### src/rtl/fetch_prefetch_buffer_if.sv
// Bundle between the prefetch buffer, its fetch-stage consumer and instruction memory.
//
// Handshakes:
//   Fetch side  - ValidF is the producer's valid and Pop is the consumer's ready;
//                 the head entry moves only in a cycle where ValidF && Pop.
//   Memory side - ImemReq/ImemAddr are held stable from the first request cycle
//                 until the cycle ImemAck=1; ImemRData is meaningful only then,
//                 and ImemAck is ignored whenever ImemReq=0.
interface fetch_prefetch_buffer_if;
  logic        Redirect;
  logic [31:0] RedirectPC;
  logic        Pop;
  logic [31:0] InstrF;
  logic [31:0] PCF;
  logic        ValidF;
  logic        ImemReq;
  logic [31:0] ImemAddr;
  logic        ImemAck;
  logic [31:0] ImemRData;

  // Buffer side
  modport master (
    input  Redirect, RedirectPC, Pop, ImemAck, ImemRData,
    output InstrF, PCF, ValidF, ImemReq, ImemAddr
  );

  // Environment side (branch logic, fetch stage, instruction memory)
  modport slave (
    output Redirect, RedirectPC, Pop, ImemAck, ImemRData,
    input  InstrF, PCF, ValidF, ImemReq, ImemAddr
  );
endinterface

### src/rtl/fetch_prefetch_buffer.sv
// Instruction prefetch buffer: sequential imem reads with one request in flight,
// {pc, instr} FIFO feeding the fetch stage, flush-and-restart on redirect.
module fetch_prefetch_buffer #(
  parameter int unsigned DEPTH    = 4,
  parameter logic [31:0] RESET_PC = 32'h0000_0000
) (
  input  logic                     clk,
  input  logic                     reset,
  fetch_prefetch_buffer_if.master  bus,
  output logic [1:0]               fsm_state
);

  localparam int unsigned PW = $clog2(DEPTH);
  localparam int unsigned CW = PW + 1;
  localparam logic [CW-1:0] DEPTH_C = CW'(DEPTH);

  typedef enum logic [1:0] {
    S_IDLE    = 2'd0,
    S_WAIT    = 2'd1,
    S_DISCARD = 2'd2
  } state_t;

  state_t        state;
  logic [31:0]   fetch_pc;
  logic [31:0]   req_addr;
  logic [PW-1:0] rd_ptr;
  logic [PW-1:0] wr_ptr;
  logic [CW-1:0] count;
  logic [63:0]   mem [DEPTH];

  logic issue;
  logic push;
  logic pop;
  logic valid;

  // A new request is only started with room in the FIFO, so its response can
  // always be pushed even if nothing is popped meanwhile.
  assign issue = !reset && (state == S_IDLE) && (count < DEPTH_C) && !bus.Redirect;

  assign bus.ImemReq  = issue || (!reset && (state != S_IDLE));
  assign bus.ImemAddr = (state == S_IDLE) ? fetch_pc : req_addr;

  // Responses in DISCARD and any response in a redirect cycle are dropped.
  assign push = !reset && !bus.Redirect && bus.ImemAck &&
                (issue || (state == S_WAIT));

  assign valid = !reset && (count != '0);
  assign pop   = !reset && !bus.Redirect && bus.Pop && valid;

  assign bus.ValidF = valid;
  assign bus.PCF    = valid ? mem[rd_ptr][63:32] : '0;
  assign bus.InstrF = valid ? mem[rd_ptr][31:0]  : '0;
  assign fsm_state  = state;

  // FIFO storage: the pushed PC is whatever address is on the bus this cycle.
  always_ff @(posedge clk) begin
    if (push) begin
      mem[wr_ptr] <= {bus.ImemAddr, bus.ImemRData};
    end
  end

  // Fetch FSM, fetch PC and FIFO bookkeeping; redirect overrides push and pop.
  always_ff @(posedge clk) begin
    if (reset) begin
      state    <= S_IDLE;
      fetch_pc <= RESET_PC;
      req_addr <= RESET_PC;
      rd_ptr   <= '0;
      wr_ptr   <= '0;
      count    <= '0;
    end else if (bus.Redirect) begin
      fetch_pc <= {bus.RedirectPC[31:2], 2'b00};
      rd_ptr   <= '0;
      wr_ptr   <= '0;
      count    <= '0;
      // A request still waiting for its ack must be drained before restarting.
      if ((state != S_IDLE) && !bus.ImemAck) begin
        state <= S_DISCARD;
      end else begin
        state <= S_IDLE;
      end
    end else begin
      case (state)
        S_IDLE: begin
          if (issue) begin
            req_addr <= fetch_pc;
            if (bus.ImemAck) begin
              fetch_pc <= fetch_pc + 32'd4;
            end else begin
              state <= S_WAIT;
            end
          end
        end
        S_WAIT: begin
          if (bus.ImemAck) begin
            fetch_pc <= req_addr + 32'd4;
            state    <= S_IDLE;
          end
        end
        S_DISCARD: begin
          if (bus.ImemAck) begin
            state <= S_IDLE;
          end
        end
        default: state <= S_IDLE;
      endcase

      if (push) begin
        wr_ptr <= wr_ptr + PW'(1);
      end
      if (pop) begin
        rd_ptr <= rd_ptr + PW'(1);
      end
      case ({push, pop})
        2'b10:   count <= count + CW'(1);
        2'b01:   count <= count - CW'(1);
        default: count <= count;
      endcase
    end
  end

endmodule
### src/flat_wrapper.sv
// flat-port wrapper written by rule: the top's interface ports become plain ports
module fetch_prefetch_buffer_flat 
#(
  parameter int unsigned DEPTH    = 4,
  parameter logic [31:0] RESET_PC = 32'h0000_0000
)
  (clk, reset, fsm_state, bus_Redirect, bus_RedirectPC, bus_Pop, bus_ImemAck, bus_ImemRData, bus_InstrF, bus_PCF, bus_ValidF, bus_ImemReq, bus_ImemAddr);
  fetch_prefetch_buffer_if bus_i ();
  input  logic clk;
  input  logic reset;
  output logic [1:0] fsm_state;
  input wire logic [$bits(bus_i.Redirect)-1:0] bus_Redirect;
  input wire logic [$bits(bus_i.RedirectPC)-1:0] bus_RedirectPC;
  input wire logic [$bits(bus_i.Pop)-1:0] bus_Pop;
  input wire logic [$bits(bus_i.ImemAck)-1:0] bus_ImemAck;
  input wire logic [$bits(bus_i.ImemRData)-1:0] bus_ImemRData;
  output wire logic [$bits(bus_i.InstrF)-1:0] bus_InstrF;
  output wire logic [$bits(bus_i.PCF)-1:0] bus_PCF;
  output wire logic [$bits(bus_i.ValidF)-1:0] bus_ValidF;
  output wire logic [$bits(bus_i.ImemReq)-1:0] bus_ImemReq;
  output wire logic [$bits(bus_i.ImemAddr)-1:0] bus_ImemAddr;
  assign bus_i.Redirect = bus_Redirect;
  assign bus_i.RedirectPC = bus_RedirectPC;
  assign bus_i.Pop = bus_Pop;
  assign bus_i.ImemAck = bus_ImemAck;
  assign bus_i.ImemRData = bus_ImemRData;
  assign bus_InstrF = bus_i.InstrF;
  assign bus_PCF = bus_i.PCF;
  assign bus_ValidF = bus_i.ValidF;
  assign bus_ImemReq = bus_i.ImemReq;
  assign bus_ImemAddr = bus_i.ImemAddr;
  fetch_prefetch_buffer #(.DEPTH(DEPTH), .RESET_PC(RESET_PC)) u_core (.clk(clk), .reset(reset), .bus(bus_i), .fsm_state(fsm_state));
endmodule
### config.mk
export PLATFORM = sky130hd
export DESIGN_NAME = fetch_prefetch_buffer_flat
export DESIGN_NICKNAME = d
export VERILOG_FILES = /design/src/rtl/fetch_prefetch_buffer_if.sv /design/src/rtl/fetch_prefetch_buffer.sv /design/src/flat_wrapper.sv
export SDC_FILE = /design/constraint.sdc
export NUM_CORES = 1
export LEC_CHECK = 0
export CORE_AREA = 2 2 243 245
export CTS_BUF_LIST = sky130_fd_sc_hd__clkbuf_8
export DETAILED_ROUTE_END_ITERATION = 8
export DIE_AREA = 0 0 245 247
export PLACE_DENSITY = 0.45
export SYNTH_ARGS = -nofsm -noshare
export SYNTH_HDL_FRONTEND = slang
export SYNTH_SLANG_ARGS = --single-unit
### constraint.sdc
create_clock -name clk -period 4.4 [get_ports clk]
set_clock_uncertainty 0.1 [all_clocks]
set_input_delay 0.66 -clock clk [delete_from_list [all_inputs] [get_ports clk]]
set_output_delay 0.66 -clock clk [all_outputs]
set_load 0.01 [all_outputs]
After elaboration in Yosys (flattened, before gate mapping)
Memories as Yosys holds them, arrays and structs flattened. A register that Yosys moved wholly into a read port is not among the register bits.
Cells that the tools add are included.
Widths: inputs -> output; s select.
- register bits: 73
- bits in writable memories: 256
- input port bits: 69
- logic and storage cells: 75
- memories kept: 1
- add/subtract/negate cells: 6
- order comparisons: 1
- equality and inequality tests: 12
- muxes and demuxes: 19
- bitwise gates (word level): 1
- reductions and logical operators: 28
- memories (name ; words ; bits a word ; read ports ; clocked after memory_dff ; wr ports ; RTL line ; RTL):
    u_core.mem ; 4 ; 64 ; 1 ; 1 ; 1 ; fetch_prefetch_buffer.sv:29 ; logic [63:0] mem [DEPTH];
- operator list (operator ; number):
    $mux 32 ; 7
    $add 32x3->32 const B ; 2
    $pmux 32 s2 ; 1
    $mux 2 ; 7
    $logic_and 1x1->1 ; 11
    $ne 3x3->1 const B ; 3
    $reduce_and 4->1 ; 2
    $pmux 3 s2 ; 1
    $reduce_and 3->1 ; 2
    $reduce_bool 2->1 ; 3
    $reduce_bool 3->1 ; 2
    $add 2x1->2 const B ; 2
    $eq 2x1->1 const B ; 2
    $eq 2x2->1 const B ; 2
    $ne 2x2->1 const B ; 2
    $pmux 2 s2 ; 1
    $reduce_or 2->1 ; 2
    $add 3x1->3 const B ; 1
    $logic_not 1->1 ; 3
    $lt 3x3->1 const B ; 1
    $ne 3x1->1 const B ; 1
    $ne 3x2->1 const B ; 1
    $sub 3x1->3 const B ; 1
    $logic_not 2->1 ; 1
    other kinds (4) ; 6

Depth between registers and ports, before layout
Gate-level depths: netlist of run 1.
- depth in word-level cells: 8
- mapped depth: 16
- gate-level depth less buffers: 13

Worst setup path before layout of run 1
OpenSTA, ideal clock, no wires.
- path kind: input port to flip-flop
- start: in reset
- end: mem u_core.mem[0][0] (enable)
- setup time: 429 ps
- arrival: 3508 ps
- required time: 3871 ps
- path slack: 363 ps
- stages on the path: 7
- buffers on the path: 2
- cells stage by stage: or2_2 -> clkbuf_1 -> nor3_1 -> clkbuf_1 -> o21ai_0 -> nor2_1 -> and2_1
- cells in the longest elaborated chain, start to end: 8
- elaborated cells between the ends (all ways): 10
- classes of those cells: 2 x mux; 8 x reduce/logical
- ends and longest elaborated chain (what ; RTL line ; RTL):
    start: declaration ; flat_wrapper.sv:10 ; input logic reset;
    $logic_not 1->1 * ; fetch_prefetch_buffer.sv:38, fetch_prefetch_buffer.sv:44 ;
    $logic_and 1x1->1 (3 in series) ; fetch_prefetch_buffer.sv:38 ; assign issue = !reset && (state == S_IDLE) && (count < DEPTH_C) && !bus.Redirect;
    $logic_or 1x1->1 ; fetch_prefetch_buffer.sv:45 ; (issue || (state == S_WAIT));
    $logic_and 1x1->1 * ; fetch_prefetch_buffer.sv:44 ; assign push = !reset && !bus.Redirect && bus.ImemAck &&
    $mux 1 * ; fetch_prefetch_buffer.sv:57 ; if (push) begin
    $mux 1 (implied by the code) * ; fetch_prefetch_buffer.sv:58 ; mem[wr_ptr] <= {bus.ImemAddr, bus.ImemRData};
    end: declaration ; fetch_prefetch_buffer.sv:29 ;
Every way passes the cells marked *; elsewhere a longest branch is shown, timed or not.

==> results of run 1 <==
==> per-layer routing <==
layer / vias up / wire length [um] / GRT usage, %
li1: 4188 / - / -
met1: 4468 / 18380 / 17.79
met2: 248 / 18090 / 20.55
met3: 66 / 1958 / 2.670
met4: 2 / 1017 / 4.753
met5: - / 12 / 0
==> area by class of cell <==
cell class	instances	share of cell area (%)
flip-flops and latches	331	50.72
multi-input cells	587	27.07
repair buffers	193	10.74
well taps	773	5.334
clock buffers	64	4.858
clock inverters	41	0.9661
inverters	15	0.3105
==> flip-flops by register name, summed over array words and instances, names as in the netlist, named ones only <==
signal / count
u_core.rd_ptr: 2
u_core.fetch_pc: 30
u_core.req_addr: 32
u_core.fsm_state: 2
u_core.wr_ptr: 2
u_core.mem: 256
u_core.count: 3
==> worst reg2reg max path: stages, from the launching register on <==
cell and delay [ns]:
sky130_fd_sc_hd__dfxtp_1 0.34, sky130_fd_sc_hd__inv_1 0.08, sky130_fd_sc_hd__ha_2 0.22, sky130_fd_sc_hd__mux2_2 0.25, sky130_fd_sc_hd__ha_1 0.30, sky130_fd_sc_hd__nand4_1 0.18
sky130_fd_sc_hd__a22oi_1 0.37, sky130_fd_sc_hd__nand4_1 0.42, sky130_fd_sc_hd__nor4b_1 0.49, sky130_fd_sc_hd__xor2_1 0.11, sky130_fd_sc_hd__a2111oi_0 0.40
==> cell families after synthesis <==
kind of cell | Yosys count
AOI/OAI and AO/OA | 137
xor gates and xnor gates | 21
adders and majority gates | 9
buffers and inverters | 81
DFF | 331
muxes | 125
and+or+nand+nor | 295
==> worst max path at each step <==
| stage | to | slack, ns | depth (start not counted) |
|---|---|---|---|
| 2_1_floorplan | u_core.mem[0][0] | 0.36 | 7 |
| 3_3_place_gp | u_core.count[2] | 0.53 | 13 |
| 3_5_place_dp | u_core.mem[2][51] | 0.48 | 8 |
| 4_1_cts | bus_InstrF[6] | 0.46 | 4 |
| 5_1_grt | bus_PCF[3] | 0.41 | 4 |
| 6_report | bus_PCF[7] | 0.61 | 4 |
==> where the power goes <==
| group | internal, mW | switching, mW | leakage, nW |
|---|---|---|---|
| combinational | 0.204 | 0.229 | 2.19 |
| clock | 1.33 | 1.28 | 0.616 |
| sequential | 3.42 | 0.0540 | 2.96 |
==> layout by cell type (no fill, tap or decap), drive strengths merged, types with 18 or more instances in the layout <==
cell type	instances
edfxtp	256
clkdlybuf4s50	165
dfxtp	75
and2	71
mux4	64
clkbuf	64
nand2	63
o21ai	45
nor2	43
nand2b	37
inv	36
mux2	35
a21oi	32
buf	28
mux2i	26
nor3	21
clkinv	20
nand3	18
==> summary.json, run 1 <==
{
  "ir_worst_vdd": {"value": 0.1903, "unit": "mV"},
  "critical-path-slowest-cell": {"value": "sky130_fd_sc_hd__dfxtp_4"},
  "areaGrowthSynthToFinish": {"value": 26.01, "unit": "%"},
  "finalPower": {"value": 6.518, "unit": "mW"},
  "clock_sinks": {"value": 331},
  "synth_compound_area_share": {"value": 6.078, "unit": "%"},
  "reg2reg_slack": {"value": 1.02, "unit": "ns"},
  "timing.reg2reg.worst_path_depth": {"value": 10},
  "post_synth_xor_area_fraction": {"value": 1.278, "unit": "%"},
  "yosys-top-cells-area": {"value": "sky130_fd_sc_hd__edfxtp_1 53%, sky130_fd_sc_hd__dfxtp_1 10%, sky130_fd_sc_hd__mux4_2 10%, sky130_fd_sc_hd__and2_1 3.1%, sky130_fd_sc_hd__mux2_2 2.7%"},
  "number_of_inserted_filler_cells_in_the_final_layout": {"value": 5842},
  "final_nets": {"value": 1264},
  "placed_cell_area": {"value": 0.01708, "unit": "mm^2"},
  "max_slew_margin": {"value": 31.66, "unit": "%"},
  "yosysTopAreaCell": {"value": "sky130_fd_sc_hd__edfxtp_1"},
  "max-clock-path-buffers": {"value": 3},
  "cts.reportedPaths.clkPinSlew": {"value": 0.06, "unit": "ns"},
  "coreArea": {"value": 0.05824, "unit": "mm^2"},
  "layout_worst_path_cycle_share": {"value": 86.05, "unit": "%"},
  "synth_most_common_cell": {"value": "sky130_fd_sc_hd__edfxtp_1"},
  "ys.flop_type": {"value": "sky130_fd_sc_hd__edfxtp_1"},
  "dieWidth": {"value": 245, "unit": "um"},
  "post_synth_fa_ha_maj_area_fraction": {"value": 0.8348, "unit": "%"},
  "placement.setup.worst_slack": {"value": 0.4756, "unit": "ns"},
  "route.final.wire_length": {"value": 39460, "unit": "um"},
  "synth_async_sr_flop_share": {"value": 0, "unit": "%"},
  "worst_path_fanout_max": {"value": 35},
  "p_leak": {"value": 5.770, "unit": "nW"},
  "synth_edf_count": {"value": 256},
  "finalInstanceArea": {"value": 0.01813, "unit": "mm^2"},
  "synthesis.area_per_instance": {"value": 14.40, "unit": "um^2"},
  "cts_max_level": {"value": 2},
  "cpPeakStageDelay": {"value": 0.72, "unit": "ns"},
  "critical_path.cell_chain": {"value": "buf_12 > mux4_2 > and2_1 > clkdlybuf4s50_1"},
  "multi_input_combinational_cell_area": {"value": 0.004908, "unit": "mm^2"},
  "worst_skew_pair.late_latency": {"value": 0.65, "unit": "ns"},
  "layout_setup_ws": {"value": 0.6137, "unit": "ns"},
  "yosys.area_share.simple": {"value": 11.12, "unit": "%"},
  "report.final.slew_viol_count": {"value": 0},
  "yosys_warnings": {"value": 0},
  "drcViolationCount": {"value": 0},
  "max-cap-violations": {"value": 0},
  "first_global_vias": {"value": 9371},
  "worst_r2r_endpoint": {"value": "u_core.fetch_pc[26]"},
  "drt_pass_1_iters": {"value": 5},
  "fmax": {"value": 264.1, "unit": "MHz"},
  "postCtsResizedCells": {"value": 0},
  "io_port_bufs": {"value": 166},
  "antenna_found_initial": {"value": 1},
  "num_antenna_cells": {"value": 0},
  "cts.hold.buffers_added": {"value": 0},
  "timing.hold.ws": {"value": 0.3811, "unit": "ns"},
  "routed_wire_per_std_cell": {"value": 19.69, "unit": "um"},
  "synth_common_cells": {"value": "256 x sky130_fd_sc_hd__edfxtp_1, 75 x sky130_fd_sc_hd__dfxtp_1, 71 x sky130_fd_sc_hd__and2_1, 64 x sky130_fd_sc_hd__mux4_2, 63 x sky130_fd_sc_hd__nand2_1"},
  "total_area_of_sequential_cells": {"value": 0.009196, "unit": "mm^2"},
  "critical_path_required": {"value": 3.64, "unit": "ns"},
  "ys_types": {"value": 59},
  "post_route_cells_drive_above_1_share": {"value": 17.63, "unit": "%"},
  "globalRouteTotalUtil": {"value": 13.06, "unit": "%"},
  "layout_min_cycle_time": {"value": 3.786, "unit": "ns"},
  "inserted_clock_buffers": {"value": 58},
  "via_per_instance_ratio": {"value": 4.477},
  "worstPathArrival": {"value": 3.03, "unit": "ns"},
  "io_pins": {"value": 169},
  "setup.worst_path.class": {"value": "reg -> out"},
  "synth-seq-area-share": {"value": 63.86, "unit": "%"},
  "cts_setup_buffers": {"value": 0},
  "min_delay_path_depth": {"value": 2},
  "netlist.area_leader.share": {"value": 53.43, "unit": "%"},
  "std_cell_rows": {"value": 89},
  "grt_start_max_net_pins": {"value": 88},
  "cellPowerDensity": {"value": 359.5, "unit": "mW/mm^2"},
  "post_synthesis_cell_count": {"value": 999},
  "floorplan.initialDensity": {"value": 24.71, "unit": "%"},
  "muxShareOfSynthArea": {"value": 14.57, "unit": "%"},
  "floorplan.die.height": {"value": 247, "unit": "um"},
  "antenna_violating_nets_post_route": {"value": 0},
  "finalHoldViolCount": {"value": 0},
  "first_iter_violations": {"value": 548},
  "grt_first_pass_wirelength": {"value": 59190, "unit": "um"},
  "cp_num_buf_inv": {"value": 2},
  "layout.cells.non_filler": {"value": 2004},
  "dp.cells": {"value": 1899},
  "globalRoute.totalOverflow": {"value": 0},
  "syn_nets": {"value": 1077},
  "synthesis.area": {"value": 0.01439, "unit": "mm^2"},
  "setup_viol_count_final": {"value": 0},
  "rsz0062_at_grt": {"value": "false"},
  "detailroute.via_count": {"value": 8972},
  "crit_family": {"value": "buffers and inverters"},
  "replace_congestion": {"value": 0.7718},
  "clock-root-buffer": {"value": "sky130_fd_sc_hd__clkbuf_8"},
  "hp-class": {"value": "reg -> reg"},
  "finish.utilization": {"value": 31.13, "unit": "%"},
  "synth.ff_latch_count": {"value": 331},
  "regToRegStartpoint": {"value": "u_core.fsm_state[1]"},
  "dieArea": {"value": 0.06052, "unit": "mm^2"},
  "run_status": {"value": "finished clean"},
  "hold_path_end": {"value": "u_core.req_addr[0]"},
  "timing.setup.tns": {"value": 0, "unit": "ns"},
  "crit_path_start_kind": {"value": "flip-flop"},
  "tritoncts_clock_tree": {"value": "yes"},
  "critical_path.endpoint_type": {"value": "primary output"},
  "tightest_slew": {"value": 1.021, "unit": "ns"},
  "synth_top_family_by_area": {"value": "multiplexers"},
  "dpl.hpwl": {"value": 24690, "unit": "um"}
}
Note: power is estimated with default switching activity, not from simulation.
==> run 2, diff against run 1 <==
Settings changed: CELL_PAD_IN_SITES_DETAIL_PLACEMENT from default to 0, CELL_PAD_IN_SITES_GLOBAL_PLACEMENT from default to 1, PLACE_DENSITY 0.45 to 0.51.
==> summary.json, run 2 (same netlist as run 1, synthesis figures left out) <==
{
  "grt_first_pass_wirelength": {"value": 58640, "unit": "um"},
  "max_slew_margin": {"value": 10.55, "unit": "%"},
  "first_global_vias": {"value": 9160},
  "worstPathArrival": {"value": 3.39, "unit": "ns"},
  "dieWidth": {"value": 245, "unit": "um"},
  "replace_congestion": {"value": 0.7452},
  "finalHoldViolCount": {"value": 0},
  "cts_setup_buffers": {"value": 0},
  "worst_path_fanout_max": {"value": 27},
  "cts.hold.buffers_added": {"value": 0},
  "finish.utilization": {"value": 31.32, "unit": "%"},
  "antenna_violating_nets_post_route": {"value": 0},
  "mostFrequentLayoutCell": {"value": "sky130_fd_sc_hd__edfxtp_1"},
  "max-clock-path-buffers": {"value": 3},
  "hp-class": {"value": "reg -> reg"},
  "largest-register": {"value": "u_core.mem"},
  "finalInstanceArea": {"value": 0.01824, "unit": "mm^2"},
  "layout.cells.non_filler": {"value": 2009},
  "num_antenna_cells": {"value": 0},
  "tightest_slew": {"value": 1.328, "unit": "ns"},
  "postCtsResizedCells": {"value": 0},
  "post_route_cells_drive_above_1_share": {"value": 17.96, "unit": "%"},
  "cts.reportedPaths.clkPinSlew": {"value": 0.07, "unit": "ns"},
  "ir_worst_vdd": {"value": 0.1681, "unit": "mV"},
  "max-cap-violations": {"value": 0},
  "globalRouteTotalUtil": {"value": 12.93, "unit": "%"},
  "floorplan.die.height": {"value": 247, "unit": "um"},
  "dpl.hpwl": {"value": 24800, "unit": "um"},
  "report.final.slew_viol_count": {"value": 0},
  "setup.worst_path.class": {"value": "reg -> out"},
  "route.final.wire_length": {"value": 39010, "unit": "um"},
  "detailroute.via_count": {"value": 8926},
  "areaGrowthSynthToFinish": {"value": 26.76, "unit": "%"},
  "clock_sinks": {"value": 331},
  "cellPowerDensity": {"value": 363.3, "unit": "mW/mm^2"},
  "io_port_bufs": {"value": 166},
  "cts_max_level": {"value": 2},
  "crit_path_start_kind": {"value": "flip-flop"},
  "globalRoute.totalOverflow": {"value": 0},
  "run_status": {"value": "finished clean"},
  "floorplan.initialDensity": {"value": 24.71, "unit": "%"},
  "number_of_inserted_filler_cells_in_the_final_layout": {"value": 5804},
  "first_iter_violations": {"value": 411},
  "dieArea": {"value": 0.06052, "unit": "mm^2"},
  "fmax": {"value": 241.1, "unit": "MHz"},
  "final_nets": {"value": 1264},
  "mostFrequentLayoutCells": {"value": "256 x sky130_fd_sc_hd__edfxtp_1, 165 x sky130_fd_sc_hd__clkdlybuf4s50_1, 73 x sky130_fd_sc_hd__dfxtp_1, 67 x sky130_fd_sc_hd__and2_1, 64 x sky130_fd_sc_hd__mux4_2"},
  "coreArea": {"value": 0.05824, "unit": "mm^2"},
  "dp.cells": {"value": 1899},
  "routed_wire_per_std_cell": {"value": 19.42, "unit": "um"},
  "p_leak": {"value": 5.797, "unit": "nW"},
  "reg_top3": {"value": "u_core.mem x256, u_core.req_addr x32, u_core.fetch_pc x30"},
  "timing.setup.tns": {"value": 0, "unit": "ns"},
  "layout_worst_path_cycle_share": {"value": 94.27, "unit": "%"},
  "antenna_found_initial": {"value": 0},
  "io_pins": {"value": 169},
  "clock-root-buffer": {"value": "sky130_fd_sc_hd__clkbuf_8"},
  "layout_min_cycle_time": {"value": 4.148, "unit": "ns"},
  "largest_reg_flops": {"value": 256},
  "rsz0062_at_grt": {"value": "false"},
  "drcViolationCount": {"value": 0},
  "timing.hold.ws": {"value": 0.3757, "unit": "ns"},
  "setup_viol_count_final": {"value": 0},
  "std_cell_rows": {"value": 89},
  "drt_pass_1_iters": {"value": 4},
  "critical_path.endpoint_type": {"value": "primary output"},
  "placed_cell_area": {"value": 0.01714, "unit": "mm^2"},
  "tritoncts_clock_tree": {"value": "yes"},
  "grt_start_max_net_pins": {"value": 88},
  "inserted_clock_buffers": {"value": 58},
  "worst_skew_pair.late_latency": {"value": 0.64, "unit": "ns"},
  "critical_path_required": {"value": 3.64, "unit": "ns"},
  "via_per_instance_ratio": {"value": 4.443}
}
[run 2: cell count changes in the layout (fill, tap and decap cells not counted), sizes merged]
cell,before,now
bufinv,0,2
clkbuf,64,61
inv,36,30
clkinv,20,32
[run 2: final cells by class]
class	count	area [um^2]	share of cell area, %
Timing Repair Buffer	193	2009	11.02
Clock buffer	61	839.6	4.603
Multi-Input combinational cell	587	4908	26.91
Clock inverter	49	261.5	1.434
Inverter	15	56.30	0.3087
Sequential cell	331	9196	50.42
Tap cell	773	967.2	5.303
[run 2: metal layers]
metal	part of all wire, %	routed length (um)	global-route usage [%]	vias to the layer above
met4	1.8	712	3.425	0
met1	47	18400	17.48	4483
li1	-	-	-	4202
met2	47	18260	20.95	188
met5	0	0	0	-
met3	4.2	1632	2.833	53
[run 2: worst max-delay path, stage by stage, from the launching register on]
cell and delay [ns]:
sky130_fd_sc_hd__dfxtp_1 0.31, sky130_fd_sc_hd__inv_1 0.09, sky130_fd_sc_hd__ha_2 0.68, sky130_fd_sc_hd__buf_4 0.36, sky130_fd_sc_hd__nand2_1 0.08, sky130_fd_sc_hd__o21ai_0 0.50
sky130_fd_sc_hd__clkdlybuf4s50_1 0.73
[run 2: stage by stage]
| step | total power [mW] | setup slack (ns) |
|---|---|---|
| after floorplan | 3.751 | 0.3633 |
| after global placement | 3.988 | 0.7123 |
| after detailed placement | 3.993 | 0.6926 |
| after CTS | 6.753 | 0.1938 |
| after global routing | 6.916 | 0.09585 |
| final | 6.625 | 0.2522 |
[run 2: path summary, 6_finish.rpt]
kind                             from                 end  slack [ns]  cells after the start
setup reg to reg  u_core.fsm_state[1]     u_core.count[2]        0.93                     13
setup / recovery  u_core.fsm_state[1]    bus_ImemAddr[13]        0.25                      6
hold reg to reg             flip-flop  u_core.req_addr[0]        0.38                      2
hold / removal              flip-flop  u_core.req_addr[0]        0.38                      2
[run 2: power by group]
group          internal (mW)  switching, mW  leakage (nW)
combinational          0.205          0.237          2.20
sequential              3.42         0.0551          2.96
clock                   1.40           1.30         0.630
==> run 3, diff against run 2 <==
Settings changed: CORE_AREA 2 2 243 245 to 2 2 177 179, DIE_AREA 0 0 245 247 to 0 0 179 181, PLACE_DENSITY 0.51 to default, PLACE_DENSITY_LB_ADDON from default to 0.1.
==> summary.json, run 3 (same netlist as run 1, synthesis figures left out) <==
{
  "run_status": {"value": "finished clean"},
  "reg_top3": {"value": "u_core.mem x256, u_core.req_addr x32, u_core.fetch_pc x30"},
  "postCtsResizedCells": {"value": 0},
  "dieArea": {"value": 0.03240, "unit": "mm^2"},
  "routed_wire_per_std_cell": {"value": 19.90, "unit": "um"},
  "placed_cell_area": {"value": 0.01648, "unit": "mm^2"},
  "cts_setup_buffers": {"value": 0},
  "dieWidth": {"value": 179, "unit": "um"},
  "drt_pass_1_iters": {"value": 5},
  "fmax": {"value": 272.6, "unit": "MHz"},
  "setup_viol_count_final": {"value": 0},
  "final_nets": {"value": 1253},
  "inserted_clock_buffers": {"value": 53},
  "worstPathArrival": {"value": 2.91, "unit": "ns"},
  "critical_path.endpoint_type": {"value": "primary output"},
  "grt_first_pass_wirelength": {"value": 50230, "unit": "um"},
  "antenna_found_initial": {"value": 0},
  "cpPeakStageDelay": {"value": 0.68, "unit": "ns"},
  "setup.worst_path.class": {"value": "reg -> out"},
  "dpl.hpwl": {"value": 19210, "unit": "um"},
  "first_global_vias": {"value": 8889},
  "areaGrowthSynthToFinish": {"value": 21.77, "unit": "%"},
  "std_cell_rows": {"value": 64},
  "report.final.slew_viol_count": {"value": 0},
  "finish.utilization": {"value": 57.73, "unit": "%"},
  "globalRouteTotalUtil": {"value": 20.05, "unit": "%"},
  "tritoncts_clock_tree": {"value": "yes"},
  "post_route_cells_drive_above_1_share": {"value": 17.13, "unit": "%"},
  "critical_path_required": {"value": 3.64, "unit": "ns"},
  "finalHoldViolCount": {"value": 0},
  "io_pins": {"value": 169},
  "cts.reportedPaths.clkPinSlew": {"value": 0.06, "unit": "ns"},
  "multi_input_combinational_cell_area": {"value": 0.004908, "unit": "mm^2"},
  "mostFrequentLayoutCells": {"value": "256 x sky130_fd_sc_hd__edfxtp_1, 165 x sky130_fd_sc_hd__clkdlybuf4s50_1, 73 x sky130_fd_sc_hd__dfxtp_1, 67 x sky130_fd_sc_hd__and2_1, 64 x sky130_fd_sc_hd__mux4_2"},
  "finalInstanceArea": {"value": 0.01752, "unit": "mm^2"},
  "worst_skew_pair.late_latency": {"value": 0.57, "unit": "ns"},
  "antenna_violating_nets_post_route": {"value": 0},
  "replace_congestion": {"value": 0.7936},
  "cellPowerDensity": {"value": 367.4, "unit": "mW/mm^2"},
  "floorplan.initialDensity": {"value": 47.41, "unit": "%"},
  "clock-root-buffer": {"value": "sky130_fd_sc_hd__clkbuf_8"},
  "total_area_of_sequential_cells": {"value": 0.009196, "unit": "mm^2"},
  "cts_max_level": {"value": 2},
  "max_slew_margin": {"value": 30.12, "unit": "%"},
  "layout_worst_path_cycle_share": {"value": 83.39, "unit": "%"},
  "largest_reg_flops": {"value": 256},
  "grt_start_max_net_pins": {"value": 65},
  "number_of_inserted_filler_cells_in_the_final_layout": {"value": 2470},
  "met3_wirelength": {"value": 1711, "unit": "um"},
  "tightest_slew": {"value": 1.047, "unit": "ns"},
  "ir_worst_vdd": {"value": 0.2597, "unit": "mV"},
  "top_layer": {"value": "met4"},
  "clock_sinks": {"value": 331},
  "critical_path.cell_chain": {"value": "buf_4 > mux4_2 > and2_1 > clkdlybuf4s50_1"},
  "drcViolationCount": {"value": 0},
  "crit_path_start_kind": {"value": "flip-flop"},
  "timing.setup.tns": {"value": 0, "unit": "ns"},
  "mostFrequentLayoutCell": {"value": "sky130_fd_sc_hd__edfxtp_1"},
  "route.final.wire_length": {"value": 32160, "unit": "um"},
  "p_leak": {"value": 5.717, "unit": "nW"},
  "first_iter_violations": {"value": 562},
  "routedLengthMet1": {"value": 14860, "unit": "um"},
  "detailroute.via_count": {"value": 8814},
  "hp-class": {"value": "reg -> reg"},
  "num_antenna_cells": {"value": 0},
  "max-clock-path-buffers": {"value": 3},
  "worst_path_fanout_max": {"value": 21},
  "coreArea": {"value": 0.03035, "unit": "mm^2"},
  "max-cap-violations": {"value": 0},
  "floorplan.die.height": {"value": 181, "unit": "um"},
  "io_port_bufs": {"value": 166},
  "rsz0062_at_grt": {"value": "false"},
  "layout_min_cycle_time": {"value": 3.669, "unit": "ns"},
  "critical-path-slowest-cell": {"value": "sky130_fd_sc_hd__dfxtp_4"},
  "met2WireLength": {"value": 15060, "unit": "um"},
  "via_per_instance_ratio": {"value": 5.454},
  "globalRoute.totalOverflow": {"value": 0},
  "cts.hold.buffers_added": {"value": 0},
  "largest-register": {"value": "u_core.mem"}
}
-- run 3: area by class of cell --
type | count | area share, %
Clock buffer | 56 | 4.399
Timing Repair Buffer | 187 | 10.43
Clock inverter | 44 | 1.528
Inverter | 15 | 0.3213
Multi-Input combinational cell | 587 | 28.01
Sequential cell | 331 | 52.49
Tap cell | 396 | 2.828
-- run 3: path summary, 6_finish.rpt --
check	startpoint	depth (start not counted)	slack, ns	to
setup / recovery	flip-flop	4	0.73	bus_PCF[27]
setup reg to reg	u_core.fsm_state[1]	10	1.12	u_core.fetch_pc[20]
hold / removal	flip-flop	2	0.37	u_core.req_addr[0]
hold reg to reg	flip-flop	2	0.37	u_core.req_addr[0]
-- run 3: worst max-delay path, delay by kind of cell, from the launching register on --
kind	cells	cell delay [ns]
buf+inv	2	0.91
flops	1	0.68
mux	1	0.56
simple gates	1	0.17
-- run 3: power breakdown --
group / leakage [nW] / total [mW] / switching (mW) / internal [mW]
registers: 2.96 / 3.48 / 0.0540 / 3.42
clock network: 0.613 / 2.54 / 1.18 / 1.36
logic: 2.14 / 0.418 / 0.216 / 0.201
-- run 3: through the flow --
step	std cells	hold slack, ns	total power, mW	worst slack [ns]
after floorplan	999	0.3406	3.751	0.3633
after CTS	1616	0.3620	6.516	0.6047
after global routing	1616	0.3881	6.695	0.4943
final	1616	0.3689	6.438	0.7310
after detailed placement	1516	0.3792	3.959	0.9213
after global placement	1516	0.3599	3.953	0.9643
-- run 3: per-layer routing --
layer  vias up  GRT usage [%]
met5         -              0
met2       257          31.46
met3        55          3.451
li1       4182              -
met1      4320          29.05
met4         0          5.171
